[src/rtl/mem_arbiter_pkg.sv]
// Shared types for the unified-memory arbiter: FSM states, access kind and
// default word/address widths.
package mem_arbiter_pkg;

  localparam int ADDR_W_DEF       = 32;
  localparam int WORD_W_DEF       = 32;
  localparam int MAX_D_STREAK_DEF = 4;

  typedef logic [ADDR_W_DEF-1:0] addr_t;
  typedef logic [WORD_W_DEF-1:0] word_t;

  typedef enum logic [1:0] {
    IDLE,
    IACC,
    DACC,
    RESP
  } arb_state_t;

  typedef enum logic {
    OP_READ,
    OP_WRITE
  } mem_op_t;

endpackage

[src/rtl/mem_arbiter.sv]
// Single-port memory arbiter: data accesses win, but a bounded data streak
// guarantees that a waiting instruction fetch eventually gets the port.
module mem_arbiter
  import mem_arbiter_pkg::*;
#(
  parameter int ADDR_W       = 32,
  parameter int WORD_W       = 32,
  parameter int MAX_D_STREAK = 4
) (
  input  logic              clk,
  input  logic              rst,
  input  logic              iren,
  input  logic [ADDR_W-1:0] iaddr,
  output logic              ihit,
  output logic [WORD_W-1:0] iload,
  input  logic              dren,
  input  logic              dwen,
  input  logic [ADDR_W-1:0] daddr,
  input  logic [WORD_W-1:0] dstore,
  output logic              dhit,
  output logic [WORD_W-1:0] dload,
  output logic              ram_ren,
  output logic              ram_wen,
  output logic [ADDR_W-1:0] ram_addr,
  output logic [WORD_W-1:0] ram_store,
  input  logic [WORD_W-1:0] ram_load,
  input  logic              ram_ready,
  output logic              busy
);

  localparam int                  STREAK_W   = $clog2(MAX_D_STREAK + 1);
  localparam logic [STREAK_W-1:0] STREAK_MAX = STREAK_W'(MAX_D_STREAK);

  arb_state_t          state, next_state;
  logic [STREAK_W-1:0] streak;
  logic [ADDR_W-1:0]   lat_addr;
  logic [WORD_W-1:0]   lat_store;
  mem_op_t             op;

  logic d_req;
  logic grant_d;
  logic grant_i;
  logic in_acc;
  logic keep;

  assign d_req  = dren | dwen;
  assign in_acc = (state == IACC) || (state == DACC);
  // A fetch survives only if the core still wants the same address when the
  // memory answers; a data access survives while any data request is held.
  assign keep   = (state == IACC) ? (iren && (iaddr == lat_addr)) : d_req;

  // NOTE: every signal written here gets a default first so no path can
  // leave one unassigned and infer a latch.
  always_comb begin
    next_state = state;
    grant_d    = 1'b0;
    grant_i    = 1'b0;
    unique case (state)
      IDLE: begin
        if (d_req && !(iren && (streak == STREAK_MAX))) begin
          grant_d    = 1'b1;
          next_state = DACC;
        end else if (iren) begin
          grant_i    = 1'b1;
          next_state = IACC;
        end
      end
      IACC, DACC: if (ram_ready) next_state = RESP;
      RESP:       next_state = IDLE;
      default:    next_state = IDLE;
    endcase
  end

  // NOTE: sequential state uses non-blocking assignments so every register
  // samples pre-edge values regardless of statement order.
  always_ff @(posedge clk or posedge rst) begin
    if (rst) state <= IDLE;
    else     state <= next_state;
  end

  always_ff @(posedge clk or posedge rst) begin
    if (rst) begin
      streak    <= '0;
      lat_addr  <= '0;
      lat_store <= '0;
      op        <= OP_READ;
    end else if (grant_d) begin
      lat_addr  <= daddr;
      lat_store <= dstore;
      op        <= dwen ? OP_WRITE : OP_READ;
      if (!iren)                     streak <= '0;
      else if (streak != STREAK_MAX) streak <= streak + 1'b1;
    end else if (grant_i) begin
      lat_addr <= iaddr;
      streak   <= '0;
    end
  end

  // Hit pulses and load words are registered so they appear during RESP.
  always_ff @(posedge clk or posedge rst) begin
    if (rst) begin
      ihit  <= 1'b0;
      dhit  <= 1'b0;
      iload <= '0;
      dload <= '0;
    end else begin
      ihit  <= 1'b0;
      dhit  <= 1'b0;
      iload <= '0;
      dload <= '0;
      if (in_acc && ram_ready && keep) begin
        if (state == IACC) begin
          ihit  <= 1'b1;
          iload <= ram_load;
        end else begin
          dhit  <= 1'b1;
          dload <= (op == OP_READ) ? ram_load : '0;
        end
      end
    end
  end

  assign ram_ren   = (state == IACC) || ((state == DACC) && (op == OP_READ));
  assign ram_wen   = (state == DACC) && (op == OP_WRITE);
  assign ram_addr  = lat_addr;
  assign ram_store = lat_store;
  assign busy      = (state != IDLE);

endmodule
[config.mk]
export PLATFORM = sky130hd
export DESIGN_NAME = mem_arbiter
export DESIGN_NICKNAME = d
export VERILOG_FILES = /design/src/rtl/mem_arbiter_pkg.sv /design/src/rtl/mem_arbiter.sv
export SDC_FILE = /design/constraint.sdc
export NUM_CORES = 1
export LEC_CHECK = 0
export BUFFER_PORTS_ARGS = -buffer_cell sky130_fd_sc_hd__clkbuf_2
export CAP_MARGIN = 20
export CELL_PAD_IN_SITES_DETAIL_PLACEMENT = 1
export CELL_PAD_IN_SITES_GLOBAL_PLACEMENT = 1
export CORE_AREA = 4 4 120 151
export CTS_CLUSTER_DIAMETER = 200
export CTS_CLUSTER_SIZE = 10
export DETAILED_ROUTE_END_ITERATION = 6
export DIE_AREA = 0 0 124 155
export PLACE_DENSITY_LB_ADDON = 0.1
export SKIP_LAST_GASP = 1
export SYNTH_ARGS = -nofsm -noshare
export SYNTH_HDL_FRONTEND = slang
export SYNTH_SLANG_ARGS = --single-unit
[constraint.sdc]
create_clock -name clk -period 4.55 [get_ports clk]
set_input_delay 0.2275 -clock clk [delete_from_list [all_inputs] [get_ports clk]]
set_output_delay 0.2275 -clock clk [all_outputs]
set_load 0.1 [all_outputs]
==> impl_metrics.env, run 1 <==
export IMPL_p_leak_nw=3.91
export IMPL_start_util_pct=35.5
export IMPL_drv_cap=0
export IMPL_postCtsSetupBuffers=0
export IMPL_clock_latency_ps=410
export IMPL_cts_buffers_inserted=17
export IMPL_p_sw_w=0.00402
export IMPL_pwr_share_clk_pct=19.3
export IMPL_synthCells=489
export IMPL_fin_ws_ps=1870
export IMPL_p_sw_share_pct=56.5
export IMPL_fin_nets=884
export IMPL_vias_per_cell=5.03
export IMPL_dp_cells=944
export IMPL_antenna_found_initial=0
export IMPL_stdcell_area_mm2=0.00805
export IMPL_stdcell_count=977
export IMPL_r2r_cells=6
export IMPL_status="finished, final reports clean"
export IMPL_routabilityCongestion=0.737
export IMPL_seqPwrFrac_pct=25.0
export IMPL_path_class="reg -> reg"
export IMPL_grt_pass1_vias=5381
export IMPL_intPower_w=0.00310
export IMPL_worstPathArrival_ps=2980
export IMPL_overflow=0
export IMPL_critical_path_top_delay_family="simple AND/OR/NAND/NOR gates"
export IMPL_ctsResizeCount=0
export IMPL_yosysWarnings=0
export IMPL_synth_edf_count=0
export IMPL_drv_slew=0
export IMPL_synth_seq_cells=136
export IMPL_ant_nets=0
export IMPL_clock_sinks=136
export IMPL_cp_start_kind="flop"
export IMPL_wl_per_cell_um=18.7
export IMPL_path_buf_inv=1
export IMPL_pin_count=267
export IMPL_synth_main_ff_cell="dfrtp_1"
export IMPL_tns_ps=0
export IMPL_worstSetupPathDepth=6
export IMPL_slowest_stage="nand3_2"
export IMPL_chipHeight_um=155
export IMPL_grt_util_all_layers_pct=19.3
export IMPL_io_buffers=266
export IMPL_setup_violations=0
export IMPL_root_buffer="clkbuf_16"
export IMPL_cts_tree="done"
export IMPL_cts_hold_buffers_added=0
export IMPL_rsz0062_at_grt="false"
export IMPL_wl_um=18300
export IMPL_synth_area_mm2=0.00590
export IMPL_worst_pin_slew_ps=979
export IMPL_clkTransAtPathRegs_ps=60
export IMPL_synthToLayoutAreaGrowth_pct=36.3
export IMPL_period_share_pct=59.0
export IMPL_syn_avg_cell_area_um2=12.1
export IMPL_vias=4911
export IMPL_min_period_ps=2680
export IMPL_dpl_worst_slack_ps=1830
export IMPL_ctsHtreeMaxLevel=4
export IMPL_dp_final_hpwl_um=13400
export IMPL_crit_required_ps=4840
export IMPL_cp_cell_sequence="inv_1 -> ha_1 -> nand4_1 -> a221oi_1 -> nand3_2 -> nor4_1"
export IMPL_max_stage_delay_ps=800
export IMPL_fin_skew_ps=8.73
export IMPL_max_clock_path_buffers=2
export IMPL_p_comb_share_pct=55.6
export IMPL_drt_initial_drc_count=178
export IMPL_worst_hold_slack_ps=0.0310
export IMPL_die_x_um=124
export IMPL_drive_gt1_share_pct=50.3
export IMPL_max_freq_mhz=372
export IMPL_critPathCaptureType="flop"
export IMPL_rows=53
export IMPL_placed_cell_area_mm2=0.00743
export IMPL_max_vdd_ir_drop_v=0.000582
export IMPL_synth_seq_area_share_pct=57.7
export IMPL_coreArea_mm2=0.0166
export IMPL_path_max_fanout=33
export IMPL_drt_first_pass_iters=4
export IMPL_p_per_area_mw_per_mm2=885
export IMPL_synthDistinctLibCells=36
export IMPL_grt_pass1_wl_um=28700
export IMPL_antenna_cells=0
export IMPL_dieArea_mm2=0.0192
export IMPL_drc=0
export IMPL_synth_fp_nets=629
export IMPL_slew_headroom_pct=34.6
export IMPL_hold_violations=0
export IMPL_grt_max_degree=100
export IMPL_async_reset_ff_share_pct=100
export IMPL_hold_path_class="in -> async"
## cells by family after synthesis
family                     count (synthesis)  synth area share [%]
and+or+nand+nor                          154                  18.0
adders and majority gates                  6                  1.27
xor gates and xnor gates                  28                  4.16
buffers and inverters                     51                  4.30
DFF                                      136                  57.7
AOI/OAI and AO/OA                         80                  8.12
muxes                                     34                  6.47
## worst paths after layout
check / startpoint / to / slack, ps
setup / recovery: state[0] / iload[25] / 1870
hold / removal: rst / dload[21] / 0.03
setup reg to reg: state[0] / iload[25] / 1870
hold reg to reg: ram_store[22] / ram_store[22] / 500
max in group asynchronous: rst / dload[14] / 3440
min in group clk: ram_load[11] / dload[11] / 40
## cell usage after synthesis (2+ instances only)
| master | instances | area share (%) |
|---|---|---|
| nand3_1 | 2 | 0.17 |
| nand4_1 | 36 | 3.8 |
| mux2_2 | 33 | 6.3 |
| buf_12 | 3 | 1.0 |
| nor4_1 | 4 | 0.42 |
| o22ai_1 | 33 | 3.5 |
| buf_2 | 5 | 0.42 |
| inv_1 | 12 | 0.76 |
| nor4_2 | 33 | 7.0 |
| ha_1 | 6 | 1.3 |
| dfrtp_1 | 136 | 58 |
| buf_1 | 2 | 0.13 |
| a21oi_1 | 3 | 0.25 |
| o21ai_0 | 22 | 1.9 |
| xor2_1 | 14 | 2.1 |
| nor2_1 | 4 | 0.25 |
| xnor2_1 | 14 | 2.1 |
| nor3_1 | 2 | 0.17 |
| and2_1 | 33 | 3.5 |
| nand2_1 | 37 | 2.4 |
| clkbuf_1 | 28 | 1.8 |
| o21ai_1 | 13 | 1.1 |
## worst reg2reg max path, delay by kind of cell, from the launching register on
family,cells,cell delay (ps)
flops,1,380
compound gates,1,300
simple gates,3,1440
fa+ha+maj,1,350
buf+inv,1,90
## power by group through the flow
stage / logic [W] / clock network (W) / registers (W)
3_3_place_gp: 0.00393 / 0 / 0.00178
4_1_cts: 0.00399 / 0.00141 / 0.00179
3_5_place_dp: 0.00398 / 0 / 0.00181
6_report: 0.00396 / 0.00138 / 0.00178
2_1_floorplan: 0.000952 / 0 / 0.00406
5_1_grt: 0.00413 / 0.00147 / 0.00183
## per-stage QoR
| stage | total power (W) | utilization, % |
|---|---|---|
| 6_report | 0.00712 | 48.3 |
| 5_1_grt | 0.00743 | 48.3 |
| 4_1_cts | 0.00719 | 48.2 |
| 3_5_place_dp | 0.00579 | 44.6 |
| 3_3_place_gp | 0.00571 | 44.6 |
| 2_1_floorplan | 0.00501 | - |
## registers in the layout, indices dropped and copies added (netlist names)
| name | cells |
|---|---|
| ihit | 1 |
| streak | 3 |
| dload | 32 |
| iload | 32 |
| ram_addr | 32 |
| dhit | 1 |
| ram_store | 32 |
| state | 2 |
| op | 1 |
## area by class of cell
class                   count  area (um2)
fillers                  1853        8600
flip-flops and latches    136        3400
multi-input cells         302        2310
repair buffers            275        1410
clock buffers              19         453
well taps                 220         275
clock inverters            13         144
inverters                  12        50.0
## layer usage
metal  GRT usage, %  part of all wire, %  up-vias
met5              0                    0        -
met4           6.16                  1.5        0
met3           6.04                  8.1       21
met2           34.4                   53      165
met1           21.7                   37     2458
li1               -                    -     2267
## placed cells by master, fill, tap and decap left out, drive strengths merged, types with 2 or more instances in the layout
cell type  synthesis  layout
nand2             37      37
clkinv             0       8
nor2               4       4
xor2              14      14
a21oi              3       3
nand3              2       2
bufinv             0       2
clkbuf            28     285
nor3               2       2
dfrtp            136     136
ha                 6       6
nand4             36      36
buf               11       9
inv               12      14
nor4              37      37
and2              33      33
o21ai             35      35
xnor2             14      14
o22ai             33      33
mux2              33      33
(Power assumes the default switching activity.)
==> run 2, diff against run 1 <==
--- a/config.mk
+++ b/config.mk
@@ -9,11 +9,11 @@
 export CAP_MARGIN = 20
 export CELL_PAD_IN_SITES_DETAIL_PLACEMENT = 1
 export CELL_PAD_IN_SITES_GLOBAL_PLACEMENT = 1
-export CORE_AREA = 4 4 120 151
+export CORE_AREA = 4 4 127 159
 export CTS_CLUSTER_DIAMETER = 200
 export CTS_CLUSTER_SIZE = 10
 export DETAILED_ROUTE_END_ITERATION = 6
-export DIE_AREA = 0 0 124 155
+export DIE_AREA = 0 0 131 163
 export PLACE_DENSITY_LB_ADDON = 0.1
 export SKIP_LAST_GASP = 1
 export SYNTH_ARGS = -nofsm -noshare
==> constraint.sdc (replaced) <==
create_clock -name clk -period 2.2 [get_ports clk]
set_input_delay 0.11 -clock clk [delete_from_list [all_inputs] [get_ports clk]]
set_output_delay 0.11 -clock clk [all_outputs]
set_load 0.1 [all_outputs]
==> run 2 against run 1 <==
  * First-iteration DRC count rose by 55%
  * Combinational power rose by 110%
  * Register-to-register slack got worse by 1700 ps
  * Non-clock buffer count rose by 106
  * Routed wire length rose by 12%
  * Fmax rose by 33%
  * Critical path depth rose by 1
  * Clock power rose by 110%
  * Critical path type unchanged
  * Power rose by 110%
  * Cell area rose by 15%
==> impl_metrics.env, run 2 (synthesis results as in run 1) <==
export IMPL_status="finished, final reports clean"
export IMPL_min_period_ps=2020
export IMPL_max_clock_path_buffers=2
export IMPL_clkTransAtPathRegs_ps=60
export IMPL_path_max_fanout=33
export IMPL_antenna_cells=0
export IMPL_worst_pin_slew_ps=587
export IMPL_p_leak_nw=4.35
export IMPL_drt_first_pass_iters=4
export IMPL_wl_per_cell_um=18.8
export IMPL_postCtsSetupBuffers=0
export IMPL_fin_util_pct=49.4
export IMPL_coreArea_mm2=0.0187
export IMPL_fin_nets=990
export IMPL_total_power_w=0.0151
export IMPL_clock_sinks=136
export IMPL_start_util_pct=31.5
export IMPL_p_per_area_mw_per_mm2=1640
export IMPL_rows=56
export IMPL_layout_common_cells="clkbuf_2, dfrtp_1, dlygate4sd3_1"
export IMPL_r2r_cells=7
export IMPL_root_buffer="clkbuf_16"
export IMPL_crit_required_ps=2510
export IMPL_hold_path_class="in -> reg"
export IMPL_drt_initial_drc_count=276
export IMPL_overflow=0
export IMPL_grt_pass1_vias=5989
export IMPL_drc=0
export IMPL_synthToLayoutAreaGrowth_pct=56.6
export IMPL_dp_final_hpwl_um=14000
export IMPL_dieArea_mm2=0.0214
export IMPL_cts_tree="done"
export IMPL_chipHeight_um=163
export IMPL_hold_violations=0
export IMPL_antenna_found_initial=0
export IMPL_io_buffers=266
export IMPL_wl_um=20500
export IMPL_critPathCaptureType="flop"
export IMPL_layout_commonest_cell="clkbuf_2"
export IMPL_drv_slew=0
export IMPL_cts_buffers_inserted=17
export IMPL_vias=5333
export IMPL_max_vdd_ir_drop_v=0.00127
export IMPL_fin_skew_ps=10.1
export IMPL_grt_max_degree=79
export IMPL_period_share_pct=91.9
export IMPL_drive_gt1_share_pct=47.3
export IMPL_fin_ws_ps=177
export IMPL_grt_pass1_wl_um=31900
export IMPL_routabilityCongestion=0.789
export IMPL_setup_violations=0
export IMPL_cp_start_kind="flop"
export IMPL_slew_headroom_pct=61.0
export IMPL_ant_nets=0
export IMPL_holdPathStages=3
export IMPL_vias_per_cell=4.87
export IMPL_grt_util_all_layers_pct=19.2
export IMPL_dpl_worst_slack_ps=44.5
export IMPL_worstPathArrival_ps=2330
export IMPL_ctsHtreeMaxLevel=4
export IMPL_pin_count=267
export IMPL_clock_latency_ps=420
export IMPL_die_x_um=131
export IMPL_drv_cap=0
export IMPL_max_freq_mhz=494
export IMPL_tns_ps=0
export IMPL_path_class="reg -> reg"
## run 2: cell types whose count changed in the layout (fill, tap and decap cells not counted), sizes merged
cell	change
clkinv	-4
dlygate4sd3	+101
inv	-1
bufinv	+1
clkinvlp	+4
buf	+4
## run 2: per-stage QoR
| stage | hold slack [ps] | std cells | cell area [um2] |
|---|---|---|---|
| final | 11.7 | 1094 | 9240 |
| after global routing | 4.55 | 1094 | 9240 |
| after CTS | 0.249 | 1093 | 9200 |
| after detailed placement | 161 | 961 | 7590 |
| after global placement | 156 | 961 | 7590 |
| after floorplan | 227 | 489 | 5950 |
## run 2: layout make-up
| class | count | area, um2 |
|---|---|---|
| inverters | 12 | 52.6 |
| multi-input cells | 302 | 2340 |
| flip-flops and latches | 136 | 3430 |
| clock inverters | 13 | 170 |
| well taps | 232 | 290 |
| clock buffers | 18 | 429 |
| repair buffers | 381 | 2540 |
| fillers | 2050 | 9460 |
## run 2: repair_timing
item,in CTS,in global routing
setup endpoints to repair,0,12
gates resized for setup,0,3
endpoints found under the hold margin,138,0
hold buffers,101,0
## run 2: final timing paths
| check | start | endpoint | slack [ps] |
|---|---|---|---|
| min in group asynchronous | rst | dload[9] | 260 |
| worst max-delay path | state[0] | iload[25] | 180 |
| max in group asynchronous | rst | ram_store[30] | 1060 |
| worst max register to register | state[0] | iload[25] | 180 |
| worst min-delay path | iaddr[10] | ram_addr[10] | 10 |
| worst min register to register | ram_store[6] | ram_store[6] | 510 |
## run 2: where the power goes
group	internal, W	switching [W]
sequential	0.00324	0.000487
clock	0.00179	0.00113
combinational	0.00162	0.00686
## run 2: critical path, cell delays in order, from the launching register on
cell and delay [ps]:
dfrtp_1 390, inv_2 80, ha_1 350, nand4_1 160, a221oi_1 300, nand3_2 140
buf_12 220, nor4_2 270
## run 2: layer usage
layer | vias up | GRT usage [%] | wire, um
li1 | 2479 | - | -
met1 | 2628 | 22.5 | 8180
met2 | 188 | 33.3 | 10600
met3 | 38 | 4.69 | 1120
met4 | 0 | 7.95 | 601
met5 | - | 0 | 0
==> run 3, diff against run 2 <==
--- a/config.mk
+++ b/config.mk
@@ -5,15 +5,16 @@
 export SDC_FILE = /design/constraint.sdc
 export NUM_CORES = 1
 export LEC_CHECK = 0
+export ABC_AREA = 1
 export BUFFER_PORTS_ARGS = -buffer_cell sky130_fd_sc_hd__clkbuf_2
 export CAP_MARGIN = 20
 export CELL_PAD_IN_SITES_DETAIL_PLACEMENT = 1
 export CELL_PAD_IN_SITES_GLOBAL_PLACEMENT = 1
-export CORE_AREA = 4 4 127 159
+export CORE_AREA = 4 4 133 167
 export CTS_CLUSTER_DIAMETER = 200
 export CTS_CLUSTER_SIZE = 10
 export DETAILED_ROUTE_END_ITERATION = 6
-export DIE_AREA = 0 0 131 163
+export DIE_AREA = 0 0 137 171
 export PLACE_DENSITY_LB_ADDON = 0.1
 export SKIP_LAST_GASP = 1
 export SYNTH_ARGS = -nofsm -noshare
==> constraint.sdc (replaced) <==
create_clock -name clk -period 2.2 [get_ports clk]
set_input_delay 0.44 -clock clk [delete_from_list [all_inputs] [get_ports clk]]
set_output_delay 0.44 -clock clk [all_outputs]
set_load 0.1 [all_outputs]
==> run 3 against run 2 <==
  * Area after synthesis grew 3.3%
  * Via count grew 4.4%
  * Die area grew 9.7%
  * Sequential share of layout area grew 3.5 points
  * Hold slack gained 110 ps
  * Setup slack lost 87 ps
  * Core utilization shrank 8.8 points
  * Routed wire length shrank 2.1%
  * Synthesized cell count grew 47%
  * Fmax shrank 4.1%
  * Power grew 1.8%
  * Critical endpoint is now ram_ren
  * Largest cell class unchanged
==> impl_metrics.env, run 3 <==
export IMPL_status="finished, final reports clean"
export IMPL_seqPwrFrac_pct=23.8
export IMPL_cts_tree="done"
export IMPL_synth_seq_cells=136
export IMPL_tns_ps=0
export IMPL_synth_top_area_share_pct=55.8
export IMPL_coreArea_mm2=0.0207
export IMPL_setup_violations=0
export IMPL_slew_headroom_pct=48.4
export IMPL_max_vdd_ir_drop_v=0.000775
export IMPL_drv_cap=0
export IMPL_p_leak_nw=5.06
export IMPL_clock_sinks=136
export IMPL_worstPathArrival_ps=1670
export IMPL_critPathCaptureType="output pin"
export IMPL_hold_violations=0
export IMPL_antenna_found_initial=1
export IMPL_routabilityCongestion=0.765
export IMPL_synthDistinctLibCells=30
export IMPL_synthToLayoutAreaGrowth_pct=37.7
export IMPL_async_reset_ff_share_pct=100
export IMPL_yosysWarnings=0
export IMPL_clock_latency_ps=420
export IMPL_fin_skew_ps=13.1
export IMPL_nFillCells=2565
export IMPL_synth_area_mm2=0.00610
export IMPL_overflow=0
export IMPL_grt_pass1_vias=5931
export IMPL_r2r_cells=9
export IMPL_pwr_share_clk_pct=19.0
export IMPL_io_buffers=266
export IMPL_max_clock_path_buffers=2
export IMPL_layout_common_cells="clkbuf_2, nand2_1, inv_1"
export IMPL_r2r_slack_ps=330
export IMPL_synthTopCellsByArea="dfrtp_1, nand2_1, inv_1, o21ai_0, nand4_1"
export IMPL_intPower_w=0.00627
export IMPL_p_comb_share_pct=57.2
export IMPL_synth_common_cells="nand2_1, inv_1, dfrtp_1, o21ai_0, nand4_1"
export IMPL_ant_nets=0
export IMPL_vias_per_cell=4.37
export IMPL_path_max_fanout=4
export IMPL_wl_per_cell_um=15.8
export IMPL_period_share_pct=95.9
export IMPL_pin_count=267
export IMPL_p_sw_w=0.00912
export IMPL_synth_edf_count=0
export IMPL_fin_ws_ps=90.2
export IMPL_chipHeight_um=171
export IMPL_grt_pass1_wl_um=31300
export IMPL_crit_required_ps=1760
export IMPL_rows=59
export IMPL_yosys_area_top_type="dfrtp_1"
export IMPL_cp_start_kind="flop"
export IMPL_timing_rr_end="ram_addr[26]"
export IMPL_syn_avg_cell_area_um2=8.45
export IMPL_synth_fp_nets=861
export IMPL_fin_nets=1126
export IMPL_drive_gt1_share_pct=35.0
export IMPL_dpl_worst_slack_ps=265
export IMPL_layout_commonest_cell="clkbuf_2"
export IMPL_crit_start="state[1]"
export IMPL_synth_most_common_cell="nand2_1"
export IMPL_drt_first_pass_iters=4
export IMPL_min_period_ps=2110
export IMPL_vias=5569
export IMPL_path_class="reg -> out"
export IMPL_grt_util_all_layers_pct=17.2
export IMPL_p_per_area_mw_per_mm2=1830
export IMPL_p_sw_share_pct=59.3
export IMPL_r2r_start="streak[0]"
export IMPL_cts_buffers_inserted=17
export IMPL_cts_hold_buffers_added=0
export IMPL_ctsResizeCount=1
export IMPL_rsz0062_at_grt="false"
export IMPL_clkTransAtPathRegs_ps=60
export IMPL_drt_initial_drc_count=187
export IMPL_dp_final_hpwl_um=14700
export IMPL_wl_um=20100
export IMPL_drc=0
export IMPL_antenna_cells=0
export IMPL_die_x_um=137
export IMPL_synth_seq_area_share_pct=55.8
export IMPL_worst_pin_slew_ps=774
export IMPL_root_buffer="clkbuf_16"
export IMPL_grt_max_degree=91
export IMPL_synth_main_ff_cell="dfrtp_1"
export IMPL_drv_slew=0
export IMPL_postCtsSetupBuffers=0
export IMPL_dieArea_mm2=0.0234
export IMPL_hold_path_class="in -> async"
export IMPL_synthCells=721
export IMPL_max_freq_mhz=474
export IMPL_ctsHtreeMaxLevel=4
export IMPL_start_util_pct=29.5
-- run 3: cell count changes after synthesis, moves of 13 or more --
cell | before | now
o211ai_1 | 0 | 26
mux2_2 | 33 | 0
o21ai_0 | 22 | 43
and2_1 | 33 | 0
o21ai_1 | 13 | 0
nor4_2 | 33 | 0
xor2_1 | 14 | 1
clkbuf_1 | 28 | 13
nand2_1 | 37 | 216
nor2_2 | 0 | 31
nor2_1 | 4 | 25
o22ai_1 | 33 | 4
inv_1 | 12 | 143
-- run 3: critical path, stage by stage (launching register included) --
cell     delay [ps]
dfrtp_1         400
inv_1           110
ha_1            330
inv_1           100
nand2_1         120
buf_12          190
-- run 3: worst max path at each step --
| stage | endpoint | slack, ps |
|---|---|---|
| 2_1_floorplan | ram_ren | 50 |
| 3_5_place_dp | ram_addr[14] | 260 |
| 3_3_place_gp | ram_addr[30] | 310 |
| 6_report | ram_ren | 90 |
| 5_1_grt | ram_ren | 6 |
| 4_1_cts | ram_wen | 40 |
-- run 3: cell type report --
class                   count  area [um2]  area share, %
clock buffers              17         425           5.07
repair buffers            278        1500           17.9
clock inverters            15         173           2.06
multi-input cells         406        1990           23.7
flip-flops and latches    136        3400           40.5
well taps                 274         343           4.08
inverters                 147         556           6.62
-- run 3: logic make-up after synthesis --
logic type	after synthesis	synth area share, %
xor gates and xnor gates	4	0.575
adders and majority gates	6	1.23
and+or+nand+nor	316	22.8
AOI/OAI and AO/OA	80	7.92
DFF	136	55.8
buffers and inverters	179	11.7
-- run 3: metrics by stage --
step	area, um2	hold slack, ps	utilization, %	power, W	cells
after floorplan	6100	478	-	0.0107	721
after global placement	7790	462	37.7	0.0126	1241
after detailed placement	7790	464	37.7	0.0126	1241
after CTS	8390	112	40.6	0.0156	1273
after global routing	8390	135	40.6	0.0162	1273
final	8390	120	40.6	0.0154	1273
-- run 3: routing by layer --
metal / global-route usage (%) / part of all wire (%)
met1: 20.5 / 40
met2: 28.7 / 50
met3: 6.38 / 8.6
met4: 5.64 / 1.6
met5: 0 / 0.065
-- run 3: power by group through the flow --
| stage | clock network [W] | registers (W) | logic, W |
|---|---|---|---|
| CTS | 0.00303 | 0.00368 | 0.00892 |
| global route | 0.00313 | 0.00376 | 0.00935 |
| global placement | 0 | 0.00369 | 0.00887 |
| detailed placement | 0 | 0.00372 | 0.00890 |
| finish | 0.00292 | 0.00367 | 0.00880 |
| floorplan | 0 | 0.00848 | 0.00225 |
